$ cat src/rtl/fetch_pkg.sv
// Shared definitions for the instruction-fetch sequencer: FSM encodings,
// default vectors, redirect-source encoding and the sequential-PC helper.
// Pure declarations; no logic, latency or backpressure of its own.
package fetch_pkg;

   localparam logic [31:0] RESET_PC_DEF = 32'h0000_3000;
   localparam logic [31:0] EXC_VEC_DEF  = 32'h0000_4180;

   // Fetch FSM states
   localparam logic [1:0] ST_BOOT = 2'd0;
   localparam logic [1:0] ST_IDLE = 2'd1;
   localparam logic [1:0] ST_WAIT = 2'd2;

   // Redirect source, in priority order
   localparam logic [1:0] SRC_NONE = 2'd0;
   localparam logic [1:0] SRC_EXC  = 2'd1;
   localparam logic [1:0] SRC_BR   = 2'd2;
   localparam logic [1:0] SRC_JMP  = 2'd3;

   // Sequential next PC; wraps naturally at 2^32
   function automatic logic [31:0] seq_pc(input logic [31:0] p);
      return p + 32'd4;
   endfunction

endpackage

$ cat src/rtl/fetch_redirect_sel.sv
// Priority mux over the redirect sources: exception, then branch, then jump.
// Purely combinational, zero latency.
// No flow control; the result is consumed in the same cycle.
module redirect_sel
   import fetch_pkg::*;
#(
   parameter logic [31:0] EXC_VEC = EXC_VEC_DEF
) (
   input  logic        exc,
   input  logic        br_taken,
   input  logic [31:0] br_target,
   input  logic        jmp,
   input  logic [31:0] jmp_target,
   output logic        redir,
   output logic [31:0] target,
   output logic [1:0]  src
);

   // Highest-priority active source wins
   always_comb begin
      redir  = exc | br_taken | jmp;
      target = '0;
      src    = SRC_NONE;
      if (exc) begin
         target = EXC_VEC;
         src    = SRC_EXC;
      end else if (br_taken) begin
         target = br_target;
         src    = SRC_BR;
      end else if (jmp) begin
         target = jmp_target;
         src    = SRC_JMP;
      end
   end

endmodule

$ cat src/rtl/fetch_ctrl.sv
// Fetch sequencer: drives the PC register, runs imem req/ack, buffers one instruction.
// Ack in cycle N presents the instruction in N+1; back-to-back acks give 1 instr/cycle.
// New fetches issue only when the buffer is empty or being drained (stall_d low).
module fetch_ctrl
   import fetch_pkg::*;
#(
   parameter logic [31:0] RESET_PC = RESET_PC_DEF,
   parameter logic [31:0] EXC_VEC  = EXC_VEC_DEF
) (
   input  logic        clk,
   input  logic        rst,
   input  logic [31:0] pc,
   output logic [31:0] npc,
   output logic        pc_en,
   output logic        imem_req,
   output logic [31:0] imem_addr,
   input  logic        imem_ack,
   input  logic [31:0] imem_rdata,
   input  logic        stall_d,
   input  logic        exc,
   input  logic        br_taken,
   input  logic [31:0] br_target,
   input  logic        jmp,
   input  logic [31:0] jmp_target,
   output logic        instr_valid,
   output logic [31:0] instr,
   output logic [31:0] instr_pc
);

   logic [1:0]  state;
   logic [1:0]  state_nxt;
   logic        pend_vld;
   logic        pend_exc;
   logic [31:0] pend_target;
   logic        redir;
   logic [31:0] redir_target;
   logic [1:0]  redir_src;
   logic        can_issue;
   logic        done;
   logic        keep;
   logic        pend_wr;

   redirect_sel #(.EXC_VEC(EXC_VEC)) u_redirect_sel (
      .exc        (exc),
      .br_taken   (br_taken),
      .br_target  (br_target),
      .jmp        (jmp),
      .jmp_target (jmp_target),
      .redir      (redir),
      .target     (redir_target),
      .src        (redir_src)
   );

   assign can_issue = !instr_valid || !stall_d;
   assign imem_req  = (state == ST_WAIT) || ((state == ST_IDLE) && can_issue && !redir);
   assign imem_addr = pc;
   assign done      = imem_req && imem_ack;
   // A completed fetch is only useful if nothing has redirected the stream meanwhile
   assign keep      = done && !redir && !pend_vld;
   // A pending exception can only be displaced by another exception
   assign pend_wr   = (state == ST_WAIT) && !imem_ack && redir &&
                      (!(pend_vld && pend_exc) || (redir_src == SRC_EXC));

   // PC register control: sequential advance, live redirect, or deferred redirect
   always_comb begin
      npc   = seq_pc(pc);
      pc_en = 1'b0;
      if ((state == ST_IDLE) && redir) begin
         pc_en = 1'b1;
         npc   = redir_target;
      end else if (done) begin
         pc_en = 1'b1;
         if (redir) begin
            npc = redir_target;
         end else if (pend_vld) begin
            npc = pend_target;
         end
      end
   end

   // Next-state logic; BOOT ignores any stray ack since no request is out
   always_comb begin
      state_nxt = state;
      case (state)
         ST_BOOT: state_nxt = ST_IDLE;
         ST_IDLE: if (imem_req && !imem_ack) state_nxt = ST_WAIT;
         ST_WAIT: if (imem_ack) state_nxt = ST_IDLE;
         default: state_nxt = ST_BOOT;
      endcase
   end

   // State register
   always_ff @(posedge clk or posedge rst) begin
      if (rst) begin
         state <= ST_BOOT;
      end else begin
         state <= state_nxt;
      end
   end

   // Redirect deferred while a fetch is outstanding; resolved on the ack
   always_ff @(posedge clk or posedge rst) begin
      if (rst) begin
         pend_vld    <= 1'b0;
         pend_exc    <= 1'b0;
         pend_target <= RESET_PC;
      end else if (done) begin
         pend_vld <= 1'b0;
         pend_exc <= 1'b0;
      end else if (pend_wr) begin
         pend_vld    <= 1'b1;
         pend_exc    <= (redir_src == SRC_EXC);
         pend_target <= redir_target;
      end
   end

   // One-entry output buffer: refill on a kept fetch, flush on redirect, drain when taken
   always_ff @(posedge clk or posedge rst) begin
      if (rst) begin
         instr_valid <= 1'b0;
         instr       <= '0;
         instr_pc    <= '0;
      end else if (keep) begin
         instr_valid <= 1'b1;
         instr       <= imem_rdata;
         instr_pc    <= pc;
      end else if (redir && (state != ST_BOOT)) begin
         instr_valid <= 1'b0;
      end else if (instr_valid && !stall_d) begin
         instr_valid <= 1'b0;
      end
   end

endmodule

$ cat config.mk
export PLATFORM = sky130hd
export DESIGN_NAME = fetch_ctrl
export DESIGN_NICKNAME = d
export VERILOG_FILES = /design/src/rtl/fetch_pkg.sv /design/src/rtl/fetch_redirect_sel.sv /design/src/rtl/fetch_ctrl.sv
export SDC_FILE = /design/constraint.sdc
export NUM_CORES = 1
export LEC_CHECK = 0
export BUFFER_PORTS_ARGS = -buffer_cell sky130_fd_sc_hd__buf_2
export CORE_MARGIN = 3
export CORE_UTILIZATION = 52
export CTS_BUF_LIST = sky130_fd_sc_hd__clkbuf_4 sky130_fd_sc_hd__clkbuf_8 sky130_fd_sc_hd__clkbuf_16
export DETAILED_ROUTE_END_ITERATION = 7
export GPL_TIMING_DRIVEN = 0
export PLACE_DENSITY_LB_ADDON = 0.12
export SLEW_MARGIN = 30
export SYNTH_ARGS = -nofsm -noshare
export SYNTH_HDL_FRONTEND = slang
export SYNTH_SLANG_ARGS = --single-unit
$ cat constraint.sdc
create_clock -name clk -period 8.8 [get_ports clk]
set_input_delay 2.64 -clock clk [delete_from_list [all_inputs] [get_ports clk]]
set_output_delay 2.64 -clock clk [all_outputs]
set_load 0.01 [all_outputs]
==> out/summary.txt <==
Most instantiated flip-flop cell in the synthesis netlist = dfrtp_1
Share of synthesized registers carrying an async set or reset = 100%
Register-to-register setup slack = 6770 ps
Share of power burned in registers = 43.4%
Hold Crit Endpoint = pend_target[8]$_DFFE_PP0P_
Post-synthesis instance area = 0.00591 mm^2
Antenna violations before repair = 0
Post-CTS setup repair buffer count = 0
Total Die Area = 0.0127 mm^2
VDD IR max = 0.232 mV
Wire length reported by the detailed router = 18.0 mm
Cell family contributing the most delay on the critical path = simple AND/OR/NAND/NOR gates
RSZ-0062 raised after global routing = false
Number of DRC violations after detailed routing = 0
I/O pins = 266
Beginning of the worst hold path = pend_target[8]$_DFFE_PP0P_
Net load switching power = 0.367 mW
Sequential-to-total area share from yosys stat = 42.8%
Initial Utilization = 53.8%
TNS Setup = 0 ps
Worst endpoint required time = 6160 ps
Ordered cell list for the critical path = buf_2 -> nor3_4 -> a31oi_4 -> nor3_2 -> nor2_1 -> buf_2 -> a21oi_1 -> buf_2
Start-to-end type of the worst setup path = input pin to primary output
Average via count per standard cell = 5.55
Arrival @ worst endpoint = 4630 ps
Initial drt markers = 269
Worst min-delay path category = flip-flop to flip-flop
DRT Pass-1 Iters = 5
Cell variety after synth = 54
Buf+Inv Stages, Crit Path = 3
CP max FO = 10
Slowest stage cell, crit path = nor3_4
Relative slew margins = 55.1%
Largest net degree at the start of global routing = 64
Fraction of layout cells with a size suffix above 1 = 53.7%
Hold-fix buffers at CTS = 0
Die Ht = 113 um
Outcome = complete, no violations
Antenna diode instance count = 0
Count of final max-slew check failures = 0
Post-Synthesis Cells = 534
Hold Crit Depth = 2
Total via count after detailed routing = 5280
Comb power frac = 25.6%
Time the final worst path needs with I/O delays and setup = 7270 ps
Placeable Area = 0.0110 mm^2
Number of synthesized register bits = 101
Layout Skew = 7.16 ps
GRT Overall Usage = 28.4%
Global-route wire length before repair = 28.4 mm
Number of synthesis warnings = 0
Number of sinks handled by clock tree synthesis = 101
Post-route ant nets = 0
Clock power share = 31.1%
Cell depth of the worst flop-to-flop path = 7
Cell leakage power = 4.17 nW
Post-route worst setup slack = 1530 ps
R2R Path End = instr_pc[2]$_DFFE_PP0P_
Worst Setup Start Kind = input pin
Switching Fraction = 30.0%
Vias in the first global route = 5384
CP endpoint kind = primary output
Gpl congestion = 0.849
Synthesized net count = 670
Largest incremental delay on the critical path = 420 ps
Upper clock frequency limit = 138 MHz
Number of nets at the end of the flow = 944
Top cell by count, worst path = buf_2
Number of enable-type register cells in the synthesized netlist = 0
Total congestion overflow = 0
Clock transition at the registers of the reported paths = 70 ps
Synth-to-layout area growth = 30.3%
TritonCTS clock tree = yes
Final period util = 82.6%
Post_cts resized = 0
Power density over the cells = 159 mW/mm^2
Die Width = 113 um
Rows = 38
Internal power = 0.856 mW
Max Root-Sink Buffers = 2
Depth of the CTS H-tree = 3
Number of max-capacitance violations reported = 0
Wire length per cell after detailed routing = 18.9 um
Final setup violation count = 0
Transition time of the tightest slew-check pin = 674 ps
Final hold violation count = 0
Number of buffers created by CTS = 9
Start of the worst register-to-register path = state[1]$_DFFE_PP0P_
PortBufs = 262
Worst setup slack before clock tree synthesis = 1490 ps
Clock Latency Late Sink = 360 ps
Final HPWL from detailed placement = 14.1 mm
Clock root buffer master = clkbuf_16
Fin util = 70.2%
Mean post-synth cell area = 11.1 um^2
==> registers in the layout, indices dropped and copies added (netlist names) <==
name	flops
instr	32
instr_pc	32
instr_valid	1
pend_exc	1
pend_target	32
pend_vld	1
state	2
==> worst max path at each step <==
stage	startpoint	to	slack (ps)	depth (start not counted)
after global placement	pc[2]	npc[28]	1490	8
after CTS	pc[2]	npc[28]	1490	8
after global routing	jmp	npc[16]	1380	8
final	jmp	npc[16]	1530	8
after floorplan	exc	npc[28]	2020	6
after detailed placement	pc[2]	npc[28]	1490	8
==> worst min-delay path, delay by kind of cell, from the launching register on <==
family | cells | cell delay (ps)
flops | 1 | 350
compound gates | 1 | 60
simple gates | 1 | 50
==> power by group through the flow <==
| stage | sequential [mW] | clock [mW] | combinational, mW |
|---|---|---|---|
| 6_report | 0.531 | 0.380 | 0.313 |
| 5_1_grt | 0.536 | 0.407 | 0.337 |
| 4_1_cts | 0.530 | 0.390 | 0.314 |
| 3_5_place_dp | 0.539 | 0 | 0.313 |
| 3_3_place_gp | 0.536 | 0 | 0.305 |
| 2_1_floorplan | 0.552 | 0 | 0.154 |
==> per-layer routing <==
| layer | share of wire [%] | GRT usage [%] | vias to the layer above | wire length [um] |
|---|---|---|---|---|
| met3 | 7.8 | 7.55 | 33 | 1400 |
| met5 | 0 | 0 | - | 0 |
| met4 | 2.6 | 9.94 | 0 | 467 |
| met2 | 49 | 46.4 | 232 | 8860 |
| li1 | - | - | 2459 | - |
| met1 | 41 | 36.5 | 2556 | 7310 |
==> final cells by class <==
class | count | area, um^2
timing repair buffer | 263 | 1340
inverter | 11 | 46.3
clock buffer | 10 | 239
multi-input combinational | 357 | 2910
tap | 140 | 175
fill | 874 | 3280
sequential | 101 | 2530
buffer | 65 | 437
clock inverter | 5 | 36.3
==> through the flow <==
step           hold WS [ps]  total power [mW]  std cells  instance area (um^2)
4_1_cts                 487              1.23        952                  7710
3_3_place_gp            462             0.841        936                  7400
6_report                488              1.22        952                  7710
3_5_place_dp            472             0.852        937                  7430
5_1_grt                 509              1.28        952                  7710
2_1_floorplan           451             0.707        534                  5910
==> synthesized netlist by cell type, drive strengths merged, types with 4 or more instances <==
cell type	n	area (um^2)
inv	11	41.3
buf	51	384
nor2	45	179
o21ai	11	55.1
xnor2	21	184
nand4	9	62.6
o2bb2ai	4	35.0
a22oi	30	225
clkbuf	14	52.6
nor4	6	37.5
nand3	10	55.1
nand2	23	86.3
o22ai	19	119
dfrtp	99	2480
a21oi	30	150
mux2	94	1240
and4	4	35.0
nor3	8	56.3
xor2	7	61.3
a2bb2oi	6	52.6
==> layout by cell type, fill, tap and decap left out, drive strengths merged, types with 12 or more instances in the layout <==
cell type / n
clkbuf: 24
xnor2: 21
o22ai: 19
mux2: 94
nor2: 45
inv: 12
buf: 314
dfrtp: 99
nand2: 23
a21oi: 30
a22oi: 30
==> kinds of logic after synthesis <==
family	Yosys count	share of synthesized area, %
fa+ha+maj	1	0.212
mux	94	21.0
simple gates	122	11.0
xor+xnor	28	4.15
compound gates	112	12.7
flops	101	42.8
buf+inv	76	8.08
Note: power is estimated with default switching activity, not from simulation.
